`src/rtl/divider.sv`:
```
// Sequential restoring divider: 2*WIDTH-bit dividend / WIDTH-bit divisor, one quotient bit per clock.
// Define DIVIDER_DIV_ZERO_EN to short-circuit a zero divisor and raise div_zero.
module divider #(
    parameter int WIDTH = 7
) (
    input  logic                 clock,
    input  logic                 reset,
    input  logic                 start,
    input  logic [2*WIDTH-1:0]   dividend,
    input  logic [WIDTH-1:0]     divisor,
    output logic [2*WIDTH-1:0]   quotient,
    output logic [WIDTH-1:0]     remainder,
    output logic                 busy,
    output logic                 done,
    output logic                 div_zero
);

    localparam int CW = $clog2(2*WIDTH+1);

    typedef enum logic [1:0] {IDLE, RUN, DONE} state_t;

    state_t             state;
    state_t             next_state;
    logic [WIDTH:0]     part_rem;
    logic [WIDTH+1:0]   shifted;
    logic [WIDTH+1:0]   trial;
    logic [WIDTH:0]     rem_next;
    logic [2*WIDTH-1:0] work;
    logic [2*WIDTH-1:0] work_next;
    logic [WIDTH-1:0]   divisor_reg;
    logic [CW-1:0]      count;
    logic               accept;
    logic               last_iter;
    logic               q_bit;
    logic               zero_skip;

    assign accept    = start && (state != RUN);
    assign last_iter = (count == CW'(1));
    assign busy      = (state == RUN);

`ifdef DIVIDER_DIV_ZERO_EN
    assign zero_skip = accept && (divisor == '0);
`else
    assign zero_skip = 1'b0;
`endif

    always_ff @(posedge clock) begin
        if (reset) state <= IDLE;
        else       state <= next_state;
    end

    always_comb begin
        next_state = state;
        unique case (state)
            IDLE, DONE: begin
                if (zero_skip)   next_state = DONE;
                else if (accept) next_state = RUN;
                else             next_state = IDLE;
            end
            RUN:     if (last_iter) next_state = DONE;
            default: next_state = IDLE;
        endcase
    end

    // One extra guard bit on the trial so its sign bit alone decides restore vs. keep.
    always_comb begin
        shifted   = {part_rem, work[2*WIDTH-1]};
        trial     = shifted - {2'b00, divisor_reg};
        q_bit     = ~trial[WIDTH+1];
        rem_next  = q_bit ? trial[WIDTH:0] : shifted[WIDTH:0];
        work_next = {work[2*WIDTH-2:0], q_bit};
    end

    always_ff @(posedge clock) begin
        if (reset) begin
            part_rem    <= '0;
            work        <= '0;
            divisor_reg <= '0;
            count       <= '0;
            quotient    <= '0;
            remainder   <= '0;
            done        <= 1'b0;
        end else begin
            done <= 1'b0;
            if (state == RUN) begin
                part_rem <= rem_next;
                work     <= work_next;
                count    <= count - 1'b1;
                if (last_iter) begin
                    quotient  <= work_next;
                    remainder <= rem_next[WIDTH-1:0];
                    done      <= 1'b1;
                end
            end else if (start) begin
                divisor_reg <= divisor;
                work        <= dividend;
                part_rem    <= '0;
                count       <= CW'(2*WIDTH);
                if (zero_skip) begin
                    quotient  <= '1;
                    remainder <= dividend[WIDTH-1:0];
                    done      <= 1'b1;
                end
            end
        end
    end

`ifdef DIVIDER_DIV_ZERO_EN
    always_ff @(posedge clock) begin
        if (reset)       div_zero <= 1'b0;
        else if (accept) div_zero <= zero_skip;
    end
`else
    assign div_zero = 1'b0;
`endif

endmodule
```
`config.mk`:
```
export PLATFORM = sky130hd
export DESIGN_NAME = divider
export DESIGN_NICKNAME = d
export VERILOG_FILES = /design/src/rtl/divider.sv
export SDC_FILE = /design/constraint.sdc
export NUM_CORES = 1
export LEC_CHECK = 0
export BUFFER_PORTS_ARGS = -buffer_cell sky130_fd_sc_hd__buf_2
export CAP_MARGIN = 25
export CELL_PAD_IN_SITES_DETAIL_PLACEMENT = 0
export CELL_PAD_IN_SITES_GLOBAL_PLACEMENT = 1
export CORE_ASPECT_RATIO = 0.6
export CORE_MARGIN = 8
export CORE_UTILIZATION = 41
export CTS_CLUSTER_DIAMETER = 200
export DETAILED_ROUTE_END_ITERATION = 10
export GPL_ROUTABILITY_DRIVEN = 1
export MAX_ROUTING_LAYER = met4
export PLACE_DENSITY_LB_ADDON = 0.05
export REMOVE_ABC_BUFFERS = 1
export SYNTH_ARGS = -nofsm -noshare
export SYNTH_HDL_FRONTEND = slang
export SYNTH_SLANG_ARGS = --single-unit
export TNS_END_PERCENT = 100
```
`constraint.sdc`:
```
create_clock -name clock -period 2.7 [get_ports clock]
set_input_delay 0.405 -clock clock [delete_from_list [all_inputs] [get_ports clock]]
set_output_delay 0.405 -clock clock [all_outputs]
set_load 0.01 [all_outputs]
```
==> flow_summary_export.csv <==
group,metric,value,unit
floorplanning,start_util,0.4289,
logic_synthesis,syn_area,2656,um^2
sta,final_max_slew_viol_count,0,
placed_design,io_buffer_count,46,
routing,drt-wirelength-per-cell,15.37,um
sta,worst_pin_slew,694.2,ps
placed_design,hpwl,4.905,mm
worst_setup_path,worstSetupEndpointType,"register",
placed_design,dp_cells,431,
logic_synthesis,synth-seq-area-share,0.4296,
grt,grt_pass1_wl,11.70,mm
routing,drc,0,
final_layout,drive_gt1_frac,0.2149,
floorplanning,ios,48,
logic_synthesis,synthDistinctLibCells,44,
clock_tree,numCtsBuffers,9,
final_layout,reg_top3,"quotient x14, work x14, part_rem x8",
placed_design,globalplace.congestion,0.8425,
logic_synthesis,synth-seq-cells,57,
grt,gr-total-overflow,0,
floorplanning,coreArea,6193,um^2
worst_setup_path,critPathMostFrequentCell,"inv_1",
final_layout,stdcell_count,447,
logic_synthesis,syn-mean-instance-area,8.379,um^2
worst_setup_path,slowest_delay,410,ps
clock_tree,clkSinkCount,57,
clock_tree,path_clk_slew,70,ps
final_layout,fin_area,3126,um^2
final_layout,fillers,629,
routing,first_pass_iters,4,
logic_synthesis,synth.top_cell.area_share,0.4296,
routing,via_per_inst,5.174,
sta,fin_setup_tns,0,ps
worst_setup_path,cpMaxStageDelayCell,"fa_1",
sta,hold_viol_final,0,
floorplanning,die_w,119.9,um
clock_tree,cts_setup_buffers,0,
placed_design,place_area,2930,um^2
sta,max_freq,419.2,MHz
final_layout,diodes,0,
logic_synthesis,yosys_warnings,0,
sta,period_minus_slack,2385,ps
clock_tree,cts_resized,0,
sta,finalSetupViolCount,0,
power_and_ir_drop,design_power_total,2.262,mW
routing,wl,6.869,mm
final_layout,multiInputGateArea,1368,um^2
logic_synthesis,synthTopCellsByArea,"dfxtp_1 (43%), mux2i_1 (6.4%), nand2_1 (6.4%), a21oi_1 (6.0%), a211oi_1 (5.7%)",
routing,ant_nets,0,
worst_setup_path,cp.required,2900,ps
grt,track_usage,0.1624,
worst_setup_path,cp-start-kind,"register",
worst_setup_path,path_buf_inv,2,
routing,drt-initial-drc-count,175,
logic_synthesis,synth_cells,317,
floorplanning,die_y,78.35,um
logic_synthesis,ys.flop_type,"dfxtp_1",
power_and_ir_drop,p_per_area,723.6,nW/um^2
grt,grt_max_degree,41,
min_path,hold_path_class,"primary input to register",
final_layout,register_area,1141,um^2
final_layout,area_growth,17.66,%
worst_setup_path,cp_max_fo,8,
run_status,status,"complete, no violations",
worst_setup_path,critPathTopFamily,"compound AO/OA/AOI/OAI gates",
worst_setup_path,crit_path_cell_trace,"inv_1 > ha_1 > inv_1 > fa_1 > a211oi_2 > o41a_1 > and2_4 > mux2i_1 > a211oi_1",
sta,worst_hold_slack,313.4,ps
clock_tree,tritoncts,"done",
sta,rsz0062_at_grt,"false",
logic_synthesis,synth_top_area_cell,"dfxtp_1",
worst_setup_path,critPathKind,"register to register",
sta,fin_crit_sh,0.8835,
logic_synthesis,async_flop_share,0,
final_layout,fin_nets,392,
clock_tree,clk_latency,340,ps
grt,antenna_found_initial,0,
worst_setup_path,cp.arrival,2590,ps
clock_tree,cts_hold_buf,0,
routing,vias,2313,
power_and_ir_drop,max-vdd-ir-drop,0.2324,mV
floorplanning,row_count,22,
floorplanning,die_area,9395,um^2
sta,slew-limit-headroom,0.5347,
clock_tree,clock_path_buffers,2,
logic_synthesis,synth_edf_count,0,
sta,skew,9.565,ps
clock_tree,cts_root_buffer,"clkbuf_8",
power_and_ir_drop,leakage,1.325,nW
grt,grt_pass1_vias,2276,
clock_tree,htree_num_levels,3,
run,cap_violations,0,
## through the flow
stage	util	setup slack, ps
final	0.5046	314.5
after global routing	0.5046	164.5
after CTS	0.5046	327.9
after detailed placement	0.4731	347.6
after global placement	0.4731	427.6
after floorplan	-	271.6
## per-layer routing
metal	wire length, um	global-route usage	vias up
met5	0	-	-
met4	80	0.05576	0
met3	517	0.06286	10
met2	2602	0.2093	68
met1	3669	0.2219	1052
li1	-	-	1183
## Yosys cell counts, types with 3 or more instances
master    number
a211oi_1      20
a21oi_1       32
and2_1         3
clkbuf_1      16
dfxtp_1       57
ha_1           9
inv_1         11
mux2i_1       17
nand2_1       45
nand3_1        9
nor2_1        40
nor3_1         5
o21a_1         3
o21ai_0        9
## power by group
part | internal (mW) | leakage [nW] | switching, mW
logic | 0.211 | 0.757 | 0.310
clock network | 0.444 | 0.102 | 0.358
registers | 0.893 | 0.466 | 0.0448
total | 1.55 | 1.32 | 0.714
## cells by family after synthesis
group           synth area share
buf+inv                  0.05558
flops                     0.4296
xor+xnor                0.009893
other cells             0.001412
fa+ha+maj                0.04993
simple gates              0.1851
compound gates            0.2044
mux                      0.06406
## worst paths after layout
check	startpoint	to	slack, ps	depth (start not counted)
hold reg to reg	quotient[3]	quotient[3]	450	2
setup / recovery	work[13]	remainder[3]	310	9
hold / removal	divisor[3]	divisor_reg[3]	310	3
setup reg to reg	work[13]	remainder[3]	310	9
## final cells by class
| type | instances | share of cell area |
|---|---|---|
| inverters | 13 | 0.01561 |
| clock buffers | 10 | 0.04404 |
| multi-input cells | 226 | 0.4375 |
| well taps | 84 | 0.03363 |
| clock inverters | 6 | 0.01841 |
| flip-flops and latches | 57 | 0.3651 |
| repair buffers | 51 | 0.08567 |
## worst min-delay path: stages
cell and delay, ps:
buf_2 90, nand3_1 50, a21oi_1 50
## layout by cell type, fill, tap and decap left out, types with 2 or more instances in the layout
cell type | Yosys | layout
ha_1 | 9 | 9
buf_2 | 1 | 46
nand2_1 | 45 | 45
o21ai_0 | 9 | 9
buf_4 | 2 | 5
nor2b_1 | 2 | 2
o31ai_1 | 2 | 2
o211ai_2 | 2 | 2
nor3_1 | 5 | 5
nand3_1 | 9 | 9
nand3b_1 | 2 | 2
inv_2 | 2 | 2
inv_1 | 11 | 11
clkinv_2 | 0 | 4
a21oi_1 | 32 | 32
clkbuf_8 | 0 | 10
mux2i_1 | 17 | 17
a211oi_1 | 20 | 20
nor2_1 | 40 | 40
dfxtp_1 | 57 | 57
o21a_1 | 3 | 3
a21oi_2 | 2 | 2
xnor2_1 | 2 | 2
and2_1 | 3 | 3
or3_1 | 2 | 2
a211oi_2 | 2 | 2
nand2b_1 | 2 | 2
No activity file was read; power rests on OpenSTA's default activity.
